[src/rtl/serdes_rx_decrypt.sv]
// serdes_rx_decrypt
//   Receives the MSB-first serial stream of the upstream FIR/XOR-encrypt
//   stage, rebuilds each 8-bit frame on the upstream done pulse, strips the
//   XOR key and queues the recovered byte in a small FIFO that a consumer
//   drains with a valid/ready handshake. Short frames and FIFO overflow
//   raise sticky flags.
//
// Ports
//   clk        clock, all logic on the rising edge
//   rst        synchronous reset, active-high
//   ena        block enable; low discards any partial frame
//   ser_in     serial data, MSB first
//   done_in    one-cycle end-of-frame pulse
//   m_data     decrypted byte at FIFO head
//   m_valid    FIFO non-empty
//   m_ready    consumer accepts the head byte
//   short_err  sticky: done seen with fewer than 8 bits sampled
//   overflow   sticky: a frame was dropped because the FIFO was full
//   frame_cnt  bytes pushed into the FIFO, wraps at 256
module serdes_rx_decrypt #(
  parameter logic [7:0] KEY   = 8'hA5,
  parameter int         DEPTH = 4
) (
  input  logic       clk,
  input  logic       rst,
  input  logic       ena,
  input  logic       ser_in,
  input  logic       done_in,
  output logic [7:0] m_data,
  output logic       m_valid,
  input  logic       m_ready,
  output logic       short_err,
  output logic       overflow,
  output logic [7:0] frame_cnt
);

  localparam int AW = (DEPTH > 1) ? $clog2(DEPTH) : 1;
  localparam logic [AW:0] FULL_CNT = (AW+1)'(DEPTH);

  typedef enum logic {S_IDLE, S_SHIFT} state_t;

  state_t        state;
  logic [7:0]    shreg;
  logic [3:0]    bit_cnt;

  logic [7:0]    mem [DEPTH];
  logic [AW-1:0] wr_ptr;
  logic [AW-1:0] rd_ptr;
  logic [AW:0]   count;

  logic frame_end;
  logic push_req;
  logic short_req;
  logic full;
  logic pop;
  logic push;
  logic drop;

  // done_in only counts while actively shifting; the first enabled cycle
  // after idle is a pure transition and ignores done_in.
  assign frame_end = ena && (state == S_SHIFT) && done_in;
  assign push_req  = frame_end && (bit_cnt == 4'd8);
  assign short_req = frame_end && (bit_cnt != 4'd8);

  assign m_valid = (count != '0);
  assign m_data  = mem[rd_ptr];
  assign full    = (count == FULL_CNT);
  assign pop     = m_valid && m_ready;
  // A full FIFO still takes a byte when the head leaves in the same cycle.
  assign push    = push_req && (!full || pop);
  assign drop    = push_req && full && !pop;

  // Frame assembly
  always_ff @(posedge clk) begin
    if (rst) begin
      state   <= S_IDLE;
      shreg   <= '0;
      bit_cnt <= '0;
    end else if (!ena) begin
      state   <= S_IDLE;
      shreg   <= '0;
      bit_cnt <= '0;
    end else begin
      case (state)
        S_IDLE: begin
          state <= S_SHIFT;
        end
        S_SHIFT: begin
          if (done_in) begin
            bit_cnt <= '0;
          end else begin
            shreg   <= {shreg[6:0], ser_in};
            // Saturate so idle gaps longer than a byte keep the count at 8;
            // only the last eight samples survive in shreg anyway.
            bit_cnt <= (bit_cnt == 4'd8) ? 4'd8 : bit_cnt + 4'd1;
          end
        end
        default: state <= S_IDLE;
      endcase
    end
  end

  // Sticky error flags
  always_ff @(posedge clk) begin
    if (rst) begin
      short_err <= 1'b0;
      overflow  <= 1'b0;
    end else begin
      if (short_req) short_err <= 1'b1;
      if (drop)      overflow  <= 1'b1;
    end
  end

  // FIFO storage; cleared on reset so m_data reads 0 out of reset.
  always_ff @(posedge clk) begin
    if (rst) begin
      for (int i = 0; i < DEPTH; i++) mem[i] <= '0;
    end else if (push) begin
      mem[wr_ptr] <= shreg ^ KEY;
    end
  end

  // FIFO pointers, occupancy and push counter. DEPTH is a power of two so
  // pointers wrap naturally.
  always_ff @(posedge clk) begin
    if (rst) begin
      wr_ptr    <= '0;
      rd_ptr    <= '0;
      count     <= '0;
      frame_cnt <= '0;
    end else begin
      if (push) begin
        wr_ptr    <= wr_ptr + 1'b1;
        frame_cnt <= frame_cnt + 8'd1;
      end
      if (pop) rd_ptr <= rd_ptr + 1'b1;
      case ({push, pop})
        2'b10:   count <= count + 1'b1;
        2'b01:   count <= count - 1'b1;
        default: count <= count;
      endcase
    end
  end

endmodule

[config.mk]
export PLATFORM = sky130hd
export DESIGN_NAME = serdes_rx_decrypt
export DESIGN_NICKNAME = d
export VERILOG_FILES = /design/src/rtl/serdes_rx_decrypt.sv
export SDC_FILE = /design/constraint.sdc
export NUM_CORES = 1
export LEC_CHECK = 0
export BUFFER_PORTS_ARGS = -buffer_cell sky130_fd_sc_hd__buf_2
export CELL_PAD_IN_SITES_DETAIL_PLACEMENT = 0
export CELL_PAD_IN_SITES_GLOBAL_PLACEMENT = 1
export CORE_MARGIN = 4
export CORE_UTILIZATION = 30
export DETAILED_ROUTE_END_ITERATION = 10
export PLACE_DENSITY_LB_ADDON = 0.1
export SYNTH_ARGS = -nofsm -noshare
export SYNTH_HDL_FRONTEND = slang
export SYNTH_SLANG_ARGS = --single-unit
[constraint.sdc]
create_clock -name clk -period 6.7 [get_ports clk]
set_clock_uncertainty 0.2 [all_clocks]
set_input_delay 1.34 -clock clk [delete_from_list [all_inputs] [get_ports clk]]
set_output_delay 1.34 -clock clk [all_outputs]
set_load 0.03 [all_outputs]
# Word level (Yosys, flattened, before mapping)
# Memories as Yosys holds them, arrays and structs flattened. A register that Yosys moved wholly into a read port is not among the register bits.
# Cells that the tools add are included.
dict set report totals {
  regBits 30
  latchBits 0
  mem_bits_rw 32
  mem_bits_ro 0
  inputBits 6
  output_inout_bits 19
  mem_count 1
}
dict set report classes {
  n_addsub 6
  mul 0
  div 0
  magnitude_cmp 0
  n_eq_ne 5
  n_shift 0
  muxes 14
  n_bitwise 3
  reduce_logical 16
}
# name depth width rd rd_clocked_by_memory_dff write_ports line
set mem_list {}
lappend mem_list {mem 4 8 1 1 4 46} ;# logic [7:0] mem [DEPTH];
# cell n
set ops {}
lappend ops {{$add 8x1->8 const B} 1}
lappend ops {{$logic_and 1x1->1} 8}
lappend ops {{$mux 4} 2}
lappend ops {{$mux 8} 1}
lappend ops {{$reduce_or 8->1} 1}
lappend ops {{$mux 1} 7}
lappend ops {{$mux 2} 3}
lappend ops {{$pmux 3 s2} 1}
lappend ops {{$add 2x1->2 const B} 2}
lappend ops {{$add 4x1->4 const B} 1}
lappend ops {{$eq 4x4->1 const B} 1}
lappend ops {{$ne 4x4->1 const B} 1}
lappend ops {{$not 4->4} 1}
lappend ops {{$add 3x1->3 const B} 1}
lappend ops {{$eq 3x3->1 const B} 1}
lappend ops {{$reduce_bool 3->1} 1}
lappend ops {{$sub 3x1->3 const B} 1}
lappend ops {{$eq 2x1->1 const B} 1}
lappend ops {{$eq 2x2->1 const B} 1}
lappend ops {{$logic_not 1->1} 2}
lappend ops {{$not 1->1} 2}
lappend ops {{$reduce_and 2->1} 1}
lappend ops {{$reduce_bool 2->1} 1}
lappend ops {{$reduce_or 2->1} 1}
lappend ops {{$logic_or 1x1->1} 1}

# Depth between registers and ports, before layout
dict set report logic_depth {
  word_depth 9
  depth_mapped 9
  mapped_depth_nobuf 8
}

# Worst setup path after synthesis
# No wires, ideal clock.
dict set report synth_timing {
  path_type {input port to flip-flop}
  from {in m_ready}
  to {reg count[2]}
  setup_ns 0.121
  arrival_time_ns 2.836
  required_time_ns 6.379
  path_slack_ns 3.543
  cell_stages 6
  cell_sequence {buf_2 o31a_1 o21ai_0 fa_1 o31ai_2 mux2_4}
}
dict set report synth_between {
  elab_chain_len 5
  word_cells_on_any_way 7
  classes_between {2 x eq/ne; 1 x mux; 4 x reduce/logical}
}
# element line
set synth_lines {}
lappend synth_lines {{start: declaration} 31} ;# input logic m_ready,
lappend synth_lines {{$logic_and 1x1->1 *} 68} ;# assign pop = m_valid && m_ready;
lappend synth_lines {{$logic_or 1x1->1} 70} ;# assign push = push_req && (!full || pop);
lappend synth_lines {{$logic_and 1x1->1} 70}
lappend synth_lines {{$eq 2x1->1 / $eq 2x2->1 (equally long branches)} 137} ;# case ({push, pop})
lappend synth_lines {{$pmux 3 s2 / $reduce_bool 2->1 (equally long branches)} -}
lappend synth_lines {{end signal: assignment} 138} ;# 2'b10: count <= count + 1'b1;
lappend synth_lines {{end signal: assignment} 139} ;# 2'b01: count <= count - 1'b1;
lappend synth_lines {{end signal: assignment} 140} ;# default: count <= count;
lappend synth_lines {{end: declaration} 49} ;# logic [AW:0] count;
# Every way passes the cells marked *; elsewhere a longest branch is shown, timed or not.
# A chain may end at the register's enable or synchronous reset.

==> impl_metrics.toml <==
[cts]
clock_path_buffers = 2
cts_tree = "done"
cts_hold_buf = 0
post-cts-setup-buffers = 0
clk_pin_slew_worst_paths_ns = 0.07
clock_latency_ns = 0.33
clockRootBuffer = "clkbuf_8"
cts_resized = 0
cts_buffers = 9
cts.sinks = 64
h-tree-depth = 3

[synth]
synth-seq-area-share = 0.559
synth_seq_cells = 64
synth-simple-area-share = 0.216
muxShareOfSynthArea = 0.0681
synth_fa_ha_area_frac = 0.0201
synth_edf_count = 32
synthesis.area_sq_um = 2870
synth_largest_area_cell = "edfxtp_1"
synth_area_leaders = "edfxtp_1 (34%), dfxtp_1 (22%), mux4_2 (6.3%)"
syn_nets = 277
ys_warn_count = 0
synthFlopType = "edfxtp_1"
yosysUniqueCellTypes = 46
synth_common_cells = "nor2_1 (33), dfxtp_1 (32), edfxtp_1 (32)"
synth_most_common_cell = "nor2_1"
synth.avg_cell_area_sq_um = 10.7
syn_inst = 267
synth_top_family_by_area = "simple AND/OR/NAND/NOR gates"
synth_xor_area_frac = 0.0214
synth_top_cell_area_share = 0.335
async_flop_share = 0
synth-compound-area-share = 0.0777

[sta]
fin_crit_sh = 0.496
setup_viol = 0
fmax_ghz = 0.301
rsz0062_at_grt = "false"
slew_headroom = 0.446
min_period_ns = 3.33
hold_viol = 0
worst_slew_pin_slew_ns = 0.831
slew_violations = 0
setup_ws_ns = 3.37
finalSetupTns_ns = 0

[setup_path]
cp.required_ns = 5.16
cp-start-kind = "register"
arrival_ns = 1.79
cpPeakStageDelay_ns = 0.69
critPathKind = "register to output port"
path_max_fanout = 8
path_cells = "mux4_2 -> buf_2"
worst_path_max_delay_cell = "dfxtp_1"
endpoint_kind = "output port"

[placement]
gp_congestion = 0.746
dp_hpwl_um = 4560
io_buffers = 24
place_ws_ns = 3.06

[global_routing]
grt_overflow = 0
first_global_vias = 1998
track_usage = 0.126
antenna_found_initial = 0
grt_max_degree = 48
grt_pass1_wl_um = 10900

[routing]
drt-pass1-iter-count = 4
viasPerCell = 4.83
wl_per_cell_um = 15.7
vias = 2018
ant_nets = 0
dr.first_iter.drc_count = 76
routed_wl_um = 6570
drc = 0

[cells_and_area]
nets = 294
syn2layout_area_growth_pct = 13.7
regArea_sq_um = 1600
drive_gt1_frac = 0.187
multiInputGateArea_sq_um = 1150
antennaDiodeCount = 0
num-fill-cells = 987

[power_and_ir_drop]
pwr-share-clk = 0.419
pwr-share-seq = 0.544
internal_power_uw = 598
total_leakage_power_nw = 1.06
p_sw_uw = 179
swShare = 0.231
combPwrFrac = 0.036
ir_drop_v = 0.000113
p_per_area_nw_per_um2 = 239

[hold_path]
hold_class = "register to register"

[flow_run]
max_cap_viol_count = 0

[die]
rows = 35
core_area_sq_um = 9280
die_x_um = 106
fp.dieH_um = 106
io_pins = 25
dieArea_sq_um = 11200
start_util = 0.309

[run_status]
status = "finished, final reports clean"
## stage by stage
stage                     std cells  hold slack [ns]  instance area (sq um)   util  total power, mW
final                           418            0.272                   3260  0.351            0.778
after global routing            418            0.310                   3260  0.351            0.814
after CTS                       418            0.281                   3260  0.351            0.790
after detailed placement        402            0.263                   3060  0.330            0.462
after global placement          402            0.259                   3060  0.330            0.462
after floorplan                 267            0.245                   2870      -            0.451
## registers in the layout, indices dropped and copies added (netlist names), named ones only
| signal | cells |
|---|---|
| short_err | 1 |
| overflow | 1 |
| wr_ptr | 2 |
| bit_cnt | 4 |
| rd_ptr | 2 |
| count | 3 |
| shreg | 8 |
| frame_cnt | 8 |
| state | 1 |
| mem | 32 |
## path summary, 6_finish.rpt
| kind | startpoint | endpoint | slack (ns) | cells after the start |
|---|---|---|---|---|
| min reg2reg | overflow | overflow | 0.27 | 2 |
| max reg2reg | bit_cnt[0] | mem[0][0] | 3.99 | 6 |
| max | register | m_data[7] | 3.37 | 2 |
| min | overflow | overflow | 0.27 | 2 |
## routing by layer
metal / routed length (um) / part of all wire / vias up / GRT usage
met3: 251 / 0.038 / 7 / 0.0233
li1: - / - / 993 / -
met5: 0 / 0 / - / 0
met2: 3280 / 0.50 / 43 / 0.199
met4: 56 / 0.0085 / 0 / 0.0500
met1: 2980 / 0.45 / 975 / 0.171
## cell usage in the layout (no fill, tap or decap), types with 3 or more instances in the layout
cell        Yosys  routed
a21oi_1        19      19
and3_1          3       3
buf_2           2      24
clkbuf_8        0       9
clkinvlp_4      0       3
dfxtp_1        32      32
edfxtp_1       32      32
ha_1            3       3
inv_1           7       7
mux4_2          8       8
nand2_1        25      25
nand2b_1        9       9
nand3_1         7       7
nand4_1         3       3
nor2_1         33      33
nor3_1         19      19
nor4_1          3       3
o211ai_1        3       3
o21ai_0         7       7
or3_1           4       4
xnor2_1         5       5
## worst max-delay path, delay by kind of cell, from the launching register on
| family | cells | cell delay, ns |
|---|---|---|
| flip-flops | 1 | 0.69 |
| multiplexers | 1 | 0.57 |
| buffers and inverters | 1 | 0.19 |
## cell families (layout without fill, tap and decap cells)
kind of cell / after synthesis / after routing
simple gates: 121 / 121
flops: 64 / 64
compound gates: 37 / 37
fa+ha+maj: 4 / 4
xor+xnor: 7 / 7
mux: 9 / 9
buf+inv: 25 / 47
## area by class of cell
cell class              count  area share
clock buffers               9      0.0380
clock inverters             7      0.0215
inverters                   7     0.00806
multi-input cells         178       0.354
flip-flops and latches     64       0.492
well taps                 129      0.0495
repair buffers             24      0.0369
## power groups by stage
stage | Clock [mW] | Sequential, mW | Combinational [mW]
floorplan | 0 | 0.430 | 0.0209
global placement | 0 | 0.433 | 0.0289
detailed placement | 0 | 0.433 | 0.0288
CTS | 0.337 | 0.424 | 0.0287
global route | 0.358 | 0.425 | 0.0315
finish | 0.326 | 0.423 | 0.0284
Note: power is estimated with default switching activity, not from simulation.
